File: src/rtl/decoder_n_pipe.sv
// N-to-2^N decoder (one-hot or thermometer) behind a valid/ready handshake,
// with a 2-entry result buffer and an internal round-robin index source.
module decoder_n_pipe #(
  parameter int WIDTH     = 3,
  parameter bit MSB_FIRST = 1'b1
) (
  input  logic                  clk,
  input  logic                  rst,
  input  logic                  in_valid,
  output logic                  in_ready,
  input  logic [WIDTH-1:0]      in_x,
  input  logic                  in_use_rr,
  input  logic                  in_mode,
  input  logic                  in_en,
  output logic                  out_valid,
  input  logic                  out_ready,
  output logic [2**WIDTH-1:0]   out_y,
  output logic [WIDTH-1:0]      out_idx,
  output logic [WIDTH-1:0]      rr_idx
);

  localparam int DEPTH = 2**WIDTH;

  typedef struct packed {
    logic [DEPTH-1:0] vec;
    logic [WIDTH-1:0] idx;
  } entry_t;

  entry_t           buf_q [2];
  logic [1:0]       count_q;
  logic             wptr_q;
  logic             rptr_q;
  logic [WIDTH-1:0] rr_q;

  logic             push;
  logic             pop;
  logic [WIDTH-1:0] sel;
  logic [DEPTH-1:0] vec;

  // Ready depends on occupancy only, so a full buffer never accepts even
  // when the consumer drains in the same cycle.
  assign in_ready  = (count_q < 2'd2);
  assign out_valid = (count_q != 2'd0);
  assign push      = in_valid & in_ready;
  assign pop       = out_valid & out_ready;
  assign sel       = in_use_rr ? rr_q : in_x;

  // NOTE: every always_comb output gets a default first so no latch is inferred.
  always_comb begin
    vec = '0;
    if (in_en) begin
      for (int i = 0; i < DEPTH; i++) begin
        if (MSB_FIRST) vec[DEPTH-1-i] = in_mode ? (i <= int'(sel)) : (i == int'(sel));
        else           vec[i]         = in_mode ? (i <= int'(sel)) : (i == int'(sel));
      end
    end
  end

  // NOTE: sequential state uses non-blocking assignments only.
  always_ff @(posedge clk) begin
    if (rst) begin
      count_q <= 2'd0;
      wptr_q  <= 1'b0;
      rptr_q  <= 1'b0;
      rr_q    <= '0;
    end else begin
      if (push) begin
        wptr_q <= ~wptr_q;
        if (in_use_rr) rr_q <= rr_q + WIDTH'(1);
      end
      if (pop) rptr_q <= ~rptr_q;
      case ({push, pop})
        2'b10:   count_q <= count_q + 2'd1;
        2'b01:   count_q <= count_q - 2'd1;
        default: count_q <= count_q;
      endcase
    end
  end

  // NOTE: buffer storage is not reset; out_valid gates it, so stale data never escapes.
  always_ff @(posedge clk) begin
    if (push) buf_q[wptr_q] <= '{vec: vec, idx: sel};
  end

  assign out_y   = out_valid ? buf_q[rptr_q].vec : '0;
  assign out_idx = out_valid ? buf_q[rptr_q].idx : '0;
  assign rr_idx  = rr_q;

endmodule

File: config.mk
export PLATFORM = sky130hd
export DESIGN_NAME = decoder_n_pipe
export DESIGN_NICKNAME = d
export VERILOG_FILES = /design/src/rtl/decoder_n_pipe.sv
export SDC_FILE = /design/constraint.sdc
export NUM_CORES = 1
export LEC_CHECK = 0
export ABC_CLOCK_PERIOD_IN_PS = 2400
export BUFFER_PORTS_ARGS = -buffer_cell sky130_fd_sc_hd__buf_2
export CAP_MARGIN = 20
export CORE_UTILIZATION = 30
export CTS_CLUSTER_DIAMETER = 30
export DETAILED_ROUTE_END_ITERATION = 10
export MAX_ROUTING_LAYER = met4
export PLACE_DENSITY_LB_ADDON = 0.15
export REMOVE_ABC_BUFFERS = 1
export SLEW_MARGIN = 20
export SYNTH_ARGS = -nofsm -noshare
export SYNTH_HDL_FRONTEND = slang
export SYNTH_SLANG_ARGS = --single-unit
File: constraint.sdc
create_clock -name clk -period 2.4 [get_ports clk]
set_clock_uncertainty 0.2 [all_clocks]
set_input_delay 0.12 -clock clk [delete_from_list [all_inputs] [get_ports clk]]
set_output_delay 0.12 -clock clk [all_outputs]
set_load 0.05 [all_outputs]
# After elaboration in Yosys (flattened, before gate mapping)
# Memory sizes are Yosys's and may differ from the RTL's. A register that Yosys moved wholly into a read port is not among the register bits.
# Cells that the tools add are included.
op_classes:
  addsub: 3
  magnitude_cmp: 8
  n_eq_ne: 9
  muxes: 17
  n_bitwise: 4
  n_reduce_logical: 4
ops:
  columns: ["op", "n"]
  rows:
  - ["8-bit two-way mux", 2]
  - ["3-bit equality test (first input constant)", 4]
  - ["3-bit less-or-equal comparator (first input constant)", 4]
  - ["1-bit two-way mux", 12]
  - ["2-bit by 3-bit equality test with 1-bit output (first input constant)", 2]
  - ["2-bit by 3-bit less-or-equal comparator with 1-bit output (first input constant)", 2]
  - ["3-bit two-way mux", 2]
  - ["2-bit case mux with 2 select lines", 1]
  - ["2-bit nonzero test", 2]
  - ["3-bit by 1-bit adder with 3-bit output (second input constant)", 1]
  - ["1-bit by 3-bit equality test with 1-bit output (first input constant)", 1]
  - ["1-bit by 3-bit less-or-equal comparator with 1-bit output (first input constant)", 1]
  - ["3-bit logical NOT", 1]
  - ["2-bit by 1-bit adder with 2-bit output (second input constant)", 1]
  - ["1-bit AND", 2]
  - ["2-bit by 1-bit equality test with 1-bit output (second input constant)", 1]
  - ["2-bit equality test (second input constant)", 1]
  - ["2-bit < comparator (second input constant)", 1]
  - ["1-bit inverter", 2]
  - ["2-bit AND reduction", 1]
  - ["2-bit by 1-bit subtractor with 2-bit output (second input constant)", 1]
totals:
  register_bits: 7
  mem_bits_rw: 22
  input_bits: 10
  out_inout_bits: 16
  word_cells: 50
  n_memories: 1
mem_list:
  columns: ["name", "depth", "width", "rd", "rd_clocked_by_memory_dff", "wr", "line_no", "text"]
  rows:
  - ["buf_q", 2, 11, 1, 1, 1, "29", "entry_t buf_q [2];"]

# Logic depth before layout (Yosys ltp)
# Gate-level depths: netlist of the first run.
depth:
  ltp_word: 4
  mapped_depth: 6
  mapped_depth_nobuf: 6

# Worst setup path after synthesis of the first run
# OpenSTA, ideal clock, no wires.
synth_path:
  path_kind: "reg2reg"
  start: "reg count_q[0]"
  end: "reg count_q[1]"
  setup_ns: 0.070
  arrival_time_ns: 1.437
  required_time_ns: 2.130
  setup_slack_ns: 0.693
  stages_incl_launch_ff: 6
  n_path_buf: 0
  period_less_slack_ns: 1.707
  path_cell_list: "dfxtp_1 -> o21ai_0 -> inv_1 -> ha_1 -> or3_1 -> a21oi_1"
synth_between:
  elab_chain_len: 4
  word_cells_on_any_way: 10
  cone_classes: "add/sub (2); order compare (1); eq/ne (2); mux (1); bitwise (2); reduce/logical (2)"
synth_rtl:
  columns: ["item", "line_no", "text"]
  rows:
  - ["start, declared", "30", "logic [1:0] count_q;"]
  - ["start signal, assigned", "73", "2'b10: count_q <= count_q + 2'd1;"]
  - ["start signal, assigned", "74", "2'b01: count_q <= count_q - 2'd1;"]
  - ["start signal, assigned", "75", "default: count_q <= count_q;"]
  - ["2-bit nonzero test *", "43", "assign out_valid = (count_q != 2'd0);"]
  - ["1-bit AND *", "45", "assign pop = out_valid & out_ready;"]
  - ["net pop", "36", "logic pop;"]
  - ["2-bit by 1-bit equality test with 1-bit output or 2-bit equality test (tied branches)", "72", "case ({push, pop})"]
  - ["2-bit case mux with 2 select lines or 2-bit nonzero test (tied branches)", null, null]
# Mark *: on every way through the listed nets, which the timed path passes. The rest lies on a longest branch.
# A chain may end at the register's enable or synchronous reset.

# Worst setup path in the final report of the first run
layout_path:
  start: "reg count_q[0]"
  end: "out out_y[3]"
layout_between:
  elab_chain_len: 2
layout_rtl:
  columns: ["item", "line_no", "text"]
  rows:
  - ["2-bit nonzero test", "43", null]
  - ["8-bit two-way mux", "85", "assign out_y = out_valid ? buf_q[rptr_q].vec : '0;"]
  - ["end, declared", "17", "output logic [2**WIDTH-1:0] out_y,"]
# Every way passes these cells.

==> results of run 1 <==
## power by group through the flow
| stage | clock (mW) | combinational [mW] | sequential, mW |
|---|---|---|---|
| finish | 0.365 | 0.887 | 0.770 |
| global route | 0.398 | 0.957 | 0.789 |
| floorplan | 0 | 0.684 | 0.777 |
| global placement | 0 | 0.889 | 0.779 |
| detailed placement | 0 | 0.903 | 0.782 |
| CTS | 0.378 | 0.906 | 0.773 |
## cell usage after synthesis (all sizes together)
master / count / area share [%]
a21oi: 3 / 1.1
and3: 1 / 0.46
buf: 3 / 1.5
clkbuf: 1 / 0.28
dfxtp: 8 / 12
edfxtp: 22 / 48
ha: 2 / 1.8
inv: 6 / 1.7
mux2i: 15 / 14
nand2: 4 / 1.3
nand2b: 1 / 0.46
nand3: 1 / 0.37
nand3b: 1 / 0.55
nand4: 1 / 0.46
nand4b: 1 / 0.64
nor2: 26 / 7.2
nor3b: 2 / 1.8
o21ai: 4 / 1.5
o32ai: 1 / 0.64
or3: 1 / 0.46
xnor2: 1 / 0.64
xor2: 5 / 3.2
## per-stage QoR
stage	setup slack, ps	hold slack [ps]	power (mW)	utilization, %
3_5_place_dp	618.2	215.4	1.686	35.29
2_1_floorplan	666.6	-10.93	1.461	-
5_1_grt	212.8	52.40	2.144	37.36
4_1_cts	314.4	20.68	2.057	37.36
6_report	458.0	35.08	2.022	37.36
3_3_place_gp	654.9	204.6	1.668	35.29
## sequential cells by signal, summed over array words and instances, names as in the netlist, named ones only
signal,cells
wptr_q,1
buf_q,22
rr_idx,3
count_q,2
rptr_q,1
## logic make-up (layout without fill, tap and decap cells)
group | count (synthesis) | count (layout) | synth area share (%)
fa+ha+maj | 2 | 2 | 1.836
mux | 15 | 15 | 13.77
simple gates | 39 | 39 | 13.68
buf+inv | 10 | 41 | 3.397
flops | 30 | 30 | 60.24
compound gates | 8 | 8 | 3.213
xor+xnor | 6 | 6 | 3.857
## worst max-delay path, delay by kind of cell, from the launching register on
family,cells,cell delay (ps)
DFF,1,340
and+or+nand+nor,2,760
buffers and inverters,1,240
## area by class of cell
class,instances,area share [%]
inverter,6,1.385
sequential,30,50.46
multi-input combinational,70,30.46
clock buffer,5,4.231
tap,52,4.000
clock inverter,3,0.6923
timing repair buffer,27,8.769
## metal layers
layer	part of all wire [%]	GRT usage, %
met2	45	16.07
met1	47	14.27
met5	0	-
met3	6.2	4.070
met4	1.9	6.349
## path summary, 6_finish.rpt
check              from     endpoint  slack (ps)  depth (start not counted)
min             in_x[2]  buf_q[0][2]          40                          3
max reg2reg  count_q[1]   count_q[1]         610                          5
max          count_q[0]     out_y[3]         460                          3
min reg2reg      rptr_q       rptr_q         310                          2
## cell usage in the layout (no fill, tap or decap), types with 2 or more instances in the layout
| cell type | instances |
|---|---|
| sky130_fd_sc_hd__inv_1 | 4 |
| sky130_fd_sc_hd__edfxtp_1 | 22 |
| sky130_fd_sc_hd__o21ai_0 | 3 |
| sky130_fd_sc_hd__clkinv_1 | 3 |
| sky130_fd_sc_hd__ha_1 | 2 |
| sky130_fd_sc_hd__nor2_1 | 26 |
| sky130_fd_sc_hd__clkbuf_8 | 5 |
| sky130_fd_sc_hd__mux2i_4 | 3 |
| sky130_fd_sc_hd__a21oi_1 | 3 |
| sky130_fd_sc_hd__nor3b_2 | 2 |
| sky130_fd_sc_hd__inv_2 | 2 |
| sky130_fd_sc_hd__dfxtp_1 | 8 |
| sky130_fd_sc_hd__buf_2 | 25 |
| sky130_fd_sc_hd__mux2i_1 | 12 |
| sky130_fd_sc_hd__xor2_1 | 5 |
| sky130_fd_sc_hd__nand2_1 | 3 |
## what timing repair did
item | 4_1_cts | 5_1_grt
buffers inserted | 0 | 0
hold endpoints to repair | 8 | 0
resized for setup | 0 | 0
hold buffers | 1 | 0
==> impl_summary.log, run 1 <==
INFO  metric io_pins = 26
INFO  metric htree_levels = 2
INFO  metric area_growth = 19.38%
INFO  metric critPathKind = flip-flop to output port
INFO  metric power_per_cell_area = 1243 nW/µm²
INFO  metric cp_data_required_time = 2080 ps
INFO  metric min_period = 1942 ps
INFO  metric fillCellCount = 449
INFO  metric pwr-share-seq = 38.1%
INFO  metric global_route.overflow_total = 0
INFO  metric total_internal_power = 1.117 mW
INFO  metric power.ir.vdd_worst = 0.5271 mV
INFO  metric clk_latency = 270 ps
INFO  metric netlist_area = 1363 µm²
INFO  metric holdCritPathClass = input port to flip-flop
INFO  metric area_of_combinational_cells_with_multiple_inputs = 495.5 µm²
INFO  metric post-route-period-util = 80.92%
INFO  metric worst_path_arrival_time = 1620 ps
INFO  metric grt_start_max_net_pins = 13
INFO  metric cts_buffer_depth = 2
INFO  metric timing.critical_path.mode_cell = sky130_fd_sc_hd__nor2_1
INFO  metric cts.sinks = 30
INFO  metric floorplan.die_area = 4816 µm²
INFO  metric start_util = 31.29%
INFO  metric worst_setup_start_kind = flip-flop
INFO  metric port_buffers = 25
INFO  metric die_y = 69.40 µm
INFO  metric seq_cells_post_synth = 30
INFO  metric synth.yosys.seq_area_share = 60.24%
INFO  metric maxClockFrequency = 514.9 MHz
INFO  metric fin_tns_setup = 0 ps
INFO  metric critical_path_peak_fanout = 12
INFO  metric avgViaCountPerCell = 4.513
INFO  metric cts-root-buf = sky130_fd_sc_hd__clkbuf_8
INFO  metric vias = 871
INFO  metric die_w = 69.40 µm
INFO  metric rows = 24
INFO  metric global_route_wire_length_before_repair = 3.946 mm
INFO  metric worst_slew_slack_as_a_fraction_of_its_limit = 45.20%
INFO  metric grt_usage = 11.44%
INFO  metric cap_violations = 0
INFO  metric drt_wl_total = 2.399 mm
INFO  metric layout.nets = 152
INFO  metric drt-pass1-iter-count = 4
INFO  metric power.net_switching = 0.9048 mW
INFO  metric postSynthAreaPerCell = 12.39 µm²
INFO  metric number_of_cells_produced_by_synthesis = 110
INFO  metric instances_no_fill = 193
INFO  metric place.gp.congestion = 0.7199
INFO  metric synth.lib_cells_used.distinct = 28
INFO  metric dpl-instance-area = 1536 µm²
INFO  metric critical_path.cell_chain = nor2_1 -> nor2_1 -> buf_2
INFO  metric synth-warning-count = 0
INFO  metric total_of_endpoints_with_negative_setup_slack_in_the_final_report = 0
INFO  metric drt_iter0_drc = 21
INFO  metric pins_over_slew_limit = 0
INFO  metric final-hold-violation-count = 0
INFO  metric cts_bufs_inserted = 5
INFO  metric pwr-share-clk = 18.1%
INFO  metric antenna_violating_nets_post_route = 0
INFO  metric static-leakage-power = 0.6613 nW
INFO  metric post_layout_inst_area = 1627 µm²
INFO  metric p_comb_share = 43.9%
INFO  metric number_of_global_route_vias_before_repair = 854
INFO  metric unrepaired_setup_endpoints_after_global_routing = no
INFO  metric detail_route.drc_violations = 0
INFO  metric numPlacedInstances = 184
INFO  metric diodes = 0
INFO  metric worst_slew_pin_slew = 818.9 ps
INFO  metric final-seq-area = 820.8 µm²
INFO  metric post_drt_wl_per_cell = 12.43 µm
INFO  metric cts_tree = built
INFO  metric final_layout_size_suffix_gt1_share = 27.66%
INFO  metric cpMaxStageDelayCell = sky130_fd_sc_hd__nor2_1
INFO  metric dp_hpwl = 1.698 mm
INFO  metric run_status = finished clean
INFO  metric design.core.area = 4354 µm²
INFO  metric end_kind = output port
INFO  metric power_switching_share = 44.75%
INFO  metric critPathMaxStageDelay = 650 ps
INFO  metric clkSlewWorstSetupHoldPaths = 60 ps
INFO  metric antenna_found_initial = 0
Note: power is estimated with default switching activity, not from simulation.
==> run 2, diff against run 1 <==
Settings changed: ABC_CLOCK_PERIOD_IN_PS 2400 to 1890.
Clock period 2.4 ns to 1.89 ns, I/O delays scaled along.
==> run 2 against run 1 <==
  * Die area did not move
  * Routed wire length is 1.5% higher
  * Worst setup slack got worse by 320 ps
  * Worst hold slack lost 17 ps
  * Cell area up 2.5%
==> impl_summary.log, run 2 (synthesized netlist as in run 1, its figures left out) <==
INFO  metric run_status = finished clean
INFO  metric die_y = 69.40 µm
INFO  metric post-route-period-util = 92.64%
INFO  metric worst_path_arrival_time = 1760 ps
INFO  metric antenna_found_initial = 0
INFO  metric drt-pass1-iter-count = 4
INFO  metric dp_hpwl = 1.760 mm
INFO  metric worst-r2r-cell-count = 5
INFO  metric worst_slew_pin_slew = 283.0 ps
INFO  metric holdCritPathClass = input port to flip-flop
INFO  metric diodes = 0
INFO  metric final_cell_mix = sky130_fd_sc_hd__nor2_1, sky130_fd_sc_hd__buf_2, sky130_fd_sc_hd__edfxtp_1
INFO  metric r2r_end = count_q[1]
INFO  metric critPathKind = flip-flop to flip-flop
INFO  metric cts_tree = built
INFO  metric maxClockFrequency = 571.2 MHz
INFO  metric power.ir.vdd_worst = 0.5367 mV
INFO  metric final-seq-area = 820.8 µm²
INFO  metric port_buffers = 25
INFO  metric postLayoutCoreUtil = 38.28%
INFO  metric grt_start_max_net_pins = 13
INFO  metric global_route.overflow_total = 0
INFO  metric start_util = 31.29%
INFO  metric worst_slew_slack_as_a_fraction_of_its_limit = 81.08%
INFO  metric cts_bufs_inserted = 5
INFO  metric final-hold-violation-count = 0
INFO  metric drt_iter0_drc = 26
INFO  metric ff2ff_setup_slack = 140 ps
INFO  metric drt_wl_total = 2.435 mm
INFO  metric design.core.area = 4354 µm²
INFO  metric mostFrequentLayoutCell = sky130_fd_sc_hd__nor2_1
INFO  metric critPathLaunch = count_q[1]
INFO  metric total_of_endpoints_with_negative_setup_slack_in_the_final_report = 0
INFO  metric min_period = 1751 ps
INFO  metric fillCellCount = 437
INFO  metric layout.nets = 157
INFO  metric numPlacedInstances = 188
INFO  metric floorplan.die_area = 4816 µm²
INFO  metric critical_path_peak_fanout = 7
INFO  metric fin_tns_setup = 0 ps
INFO  metric power_per_cell_area = 1580 nW/µm²
INFO  metric avgViaCountPerCell = 4.601
INFO  metric cts-root-buf = sky130_fd_sc_hd__clkbuf_8
INFO  metric critPathCapture = count_q[1]
INFO  metric largest-register = buf_q
INFO  metric io_pins = 26
INFO  metric area_of_combinational_cells_with_multiple_inputs = 495.5 µm²
INFO  metric final_layout_size_suffix_gt1_share = 29.45%
INFO  metric r2r-start = count_q[1]
INFO  metric global_route_wire_length_before_repair = 4.202 mm
INFO  metric largest_reg_flops = 22
INFO  metric post_drt_wl_per_cell = 12.30 µm
INFO  metric grt_usage = 11.95%
INFO  metric post-layout-total-power = 2.633 mW
INFO  metric worst_setup_start_kind = flip-flop
INFO  metric instances_no_fill = 198
INFO  metric static-leakage-power = 0.6849 nW
INFO  metric cap_violations = 0
INFO  metric die_w = 69.40 µm
INFO  metric number_of_global_route_vias_before_repair = 875
INFO  metric pins_over_slew_limit = 0
INFO  metric clk_latency = 270 ps
INFO  metric clkSlewWorstSetupHoldPaths = 60 ps
INFO  metric cts.sinks = 30
INFO  metric unrepaired_setup_endpoints_after_global_routing = no
INFO  metric cp_data_required_time = 1900 ps
INFO  metric area_growth = 22.31%
INFO  metric end_kind = flip-flop
INFO  metric antenna_violating_nets_post_route = 0
INFO  metric vias = 911
INFO  metric detail_route.drc_violations = 0
INFO  metric htree_levels = 2
INFO  metric place.gp.congestion = 0.7237
INFO  metric cts_buffer_depth = 2
INFO  metric rows = 24
## run 2: metrics by stage
stage	area [µm²]	hold WS [ps]	worst slack, ps
2_1_floorplan	1339	-36.43	182.1
3_3_place_gp	1567	169.4	145.6
5_1_grt	1667	32.16	28.93
6_report	1667	18.49	139.2
3_5_place_dp	1567	176.1	97.44
4_1_cts	1667	7.271	80.22
## run 2: worst min path at each step
stage	end	slack, ps	cells after the start	startpoint
final	rptr_q	20	4	out_ready
after detailed placement	count_q[1]	180	2	rst
after global routing	buf_q[1][0]	30	3	in_x[0]
after CTS	buf_q[1][0]	7	3	in_x[0]
after floorplan	count_q[1]	-40	1	rst
after global placement	count_q[1]	170	2	rst
## run 2: area by class of cell
type,instances,area share (%)
well taps,52,3.904
clock buffers,8,4.805
inverters,6,1.351
flip-flops and latches,30,49.25
repair buffers,32,10.96
multi-input cells,70,29.73
## run 2: metal layers
layer  track usage, %  routed length (µm)  vias up  share of wire [%]
met5                -                   0        -                  0
met4            6.122                  61        0                2.5
met3            4.360                 124        6                5.1
met2            18.12                1160       24                 48
met1            13.88                1088      428                 45
li1                 -                   -      453                  -
## run 2: worst max-delay path, cell delays in order, from the launching register on
cell	delay [ps]
sky130_fd_sc_hd__dfxtp_1	310
sky130_fd_sc_hd__buf_4	150
sky130_fd_sc_hd__nand2b_1	190
sky130_fd_sc_hd__ha_1	330
sky130_fd_sc_hd__or3_1	380
sky130_fd_sc_hd__a21oi_1	130
## run 2: power by group
| group | internal [mW] | switching (mW) |
|---|---|---|
| Sequential | 0.867 | 0.0573 |
| Clock | 0.261 | 0.210 |
| Combinational | 0.353 | 0.884 |
## run 2: what timing repair did
item / CTS / global route
gates resized for setup: 0 / 1
endpoints found under the hold margin: 10 / 0
endpoints found under the setup margin: 0 / 1
buffers inserted: 0 / 0
hold buffers: 2 / 0
==> run 3, diff against run 2 <==
Settings changed: CORE_ASPECT_RATIO set to 2.
==> run 3 against run 2 <==
  * Final cell count is 0.51% lower
  * Utilization is 0.24 points lower
  * Worst hold slack worse by 6.2 ps
  * Register-to-register slack hardly changed
  * Critical path depth stayed put
  * Via count is 4.2% lower
  * Global-route usage is 0.48 points higher
  * Die area is 0.34% higher
  * Critical path type unchanged
==> impl_summary.log, run 3 (synthesized netlist as in run 1, its figures left out) <==
INFO  metric antenna_found_initial = 0
INFO  metric detail_route.drc_violations = 0
INFO  metric global_route_wire_length_before_repair = 4.236 mm
INFO  metric cts.repair_timing.setup_buffer_count = 0
INFO  metric port_buffers = 25
INFO  metric clkSlewWorstSetupHoldPaths = 60 ps
INFO  metric end_kind = flip-flop
INFO  metric finalWorstSetupSlack = 152.6 ps
INFO  metric dp_hpwl = 1.914 mm
INFO  metric cp_data_required_time = 1900 ps
INFO  metric drt_wl_total = 2.488 mm
INFO  metric diodes = 0
INFO  metric vias = 873
INFO  metric cts_bufs_inserted = 5
INFO  metric clk_latency = 270 ps
INFO  metric run_status = finished clean
INFO  metric post-route-period-util = 91.93%
INFO  metric design.core.area = 4339 µm²
INFO  metric total_internal_power = 1.440 mW
INFO  metric place.gp.congestion = 0.7333
INFO  metric worst_setup_start_kind = flip-flop
INFO  metric rows = 34
INFO  metric drt_iter0_drc = 1
INFO  metric cts_buffer_depth = 2
INFO  metric pwr-share-clk = 18.2%
INFO  metric pins_over_slew_limit = 0
INFO  metric unrepaired_setup_endpoints_after_global_routing = no
INFO  metric maxClockFrequency = 575.6 MHz
INFO  metric antenna_violating_nets_post_route = 0
INFO  metric total_of_endpoints_with_negative_setup_slack_in_the_final_report = 0
INFO  metric post-layout-total-power = 2.591 mW
INFO  metric floorplan.die_area = 4832 µm²
INFO  metric pwr-share-seq = 36.3%
INFO  metric avgViaCountPerCell = 4.431
INFO  metric cap_violations = 0
INFO  metric worst_slew_pin_slew = 579.3 ps
INFO  metric critPathKind = flip-flop to flip-flop
INFO  metric critical_path_peak_fanout = 4
INFO  metric worst_slack_placed = 69.62 ps
INFO  metric power.net_switching = 1.150 mW
INFO  metric largest-register = buf_q
INFO  metric post_drt_wl_per_cell = 12.63 µm
INFO  metric grt_start_max_net_pins = 13
INFO  metric final_layout_size_suffix_gt1_share = 29.37%
INFO  metric worst_path_arrival_time = 1740 ps
INFO  metric cts.sinks = 30
INFO  metric holdCritPathClass = input port to flip-flop
INFO  metric static-leakage-power = 0.6733 nW
INFO  metric area_growth = 21.12%
INFO  metric instances_no_fill = 197
INFO  metric power_switching_share = 44.40%
INFO  metric power.ir.vdd_worst = 0.9829 mV
INFO  metric power_per_cell_area = 1570 nW/µm²
INFO  metric final-hold-violation-count = 0
INFO  metric drt-pass1-iter-count = 4
INFO  metric min_period = 1737 ps
INFO  metric cts-root-buf = sky130_fd_sc_hd__clkbuf_8
INFO  metric die_w = 49.66 µm
INFO  metric grt_usage = 12.43%
INFO  metric io_pins = 26
INFO  metric htree_levels = 2
INFO  metric worst_slew_slack_as_a_fraction_of_its_limit = 61.38%
INFO  metric largest_reg_flops = 22
INFO  metric numPlacedInstances = 187
INFO  metric fin_tns_setup = 0 ps
INFO  metric start_util = 31.40%
INFO  metric p_comb_share = 45.5%
INFO  metric global_route.overflow_total = 0
INFO  metric die_y = 97.31 µm
INFO  metric cts_tree = built
INFO  metric number_of_global_route_vias_before_repair = 927
INFO  metric final_cell_mix = sky130_fd_sc_hd__nor2_1, sky130_fd_sc_hd__buf_2, sky130_fd_sc_hd__edfxtp_1
INFO  metric layout.nets = 154
-- run 3: changes by cell type in the layout (fill, tap and decap cells not counted) --
cell	change
sky130_fd_sc_hd__buf_4	-3
sky130_fd_sc_hd__nor2_2	+1
sky130_fd_sc_hd__clkbuf_1	-2
sky130_fd_sc_hd__nor2_1	-1
sky130_fd_sc_hd__clkinv_2	+1
sky130_fd_sc_hd__clkinv_1	+1
-- run 3: worst paths after layout --
kind	from	end	slack, ps	depth (start not counted)
worst max-delay path	count_q[0]	count_q[1]	150	5
worst min-delay path	in_x[2]	buf_q[0][2]	10	3
worst max register to register	count_q[0]	count_q[1]	150	5
worst min register to register	rptr_q	flip-flop	320	2
-- run 3: area by class of cell --
cell class	instances	area, µm²
multi-input cells	70	498.0
clock buffers	6	72.57
fillers	467	2689
clock inverters	2	8.758
inverters	6	22.52
flip-flops and latches	30	820.8
well taps	54	67.56
repair buffers	29	160.2
-- run 3: timing repair --
action / CTS / global route
gates resized for setup: 1 / 1
hold buffers: 2 / 0
endpoints found under the setup margin: 12 / 1
endpoints found under the hold margin: 10 / 0
gates cloned: 0 / 0
-- run 3: worst max-delay path: stages, from the launching register on --
cell and delay [ps]:
sky130_fd_sc_hd__dfxtp_1 360, sky130_fd_sc_hd__o21ai_1 210, sky130_fd_sc_hd__inv_1 70, sky130_fd_sc_hd__ha_1 330
sky130_fd_sc_hd__or3_1 370, sky130_fd_sc_hd__a21oi_1 140
-- run 3: power groups by stage --
stage / registers (mW) / clock network (mW) / logic (mW)
4_1_cts: 0.942 / 0.490 / 1.20
3_5_place_dp: 0.952 / 0 / 1.20
6_report: 0.940 / 0.472 / 1.18
2_1_floorplan: 0.986 / 0 / 0.868
3_3_place_gp: 0.942 / 0 / 1.18
5_1_grt: 0.959 / 0.531 / 1.28
-- run 3: through the flow --
step	cell area [µm²]	hold WS, ps	utilization, %
floorplan	1339	-36.43	-
global placement	1546	185.8	35.64
detailed placement	1546	197.2	35.64
CTS	1650	4.125	38.03
global route	1650	25.24	38.03
finish	1650	12.26	38.03
-- run 3: layer usage --
layer	part of all wire [%]	GRT usage [%]	vias up
met5	0	-	-
met4	2.8	6.593	0
met3	3.5	3.443	5
met2	59	22.77	22
met1	35	10.88	402
li1	-	-	444
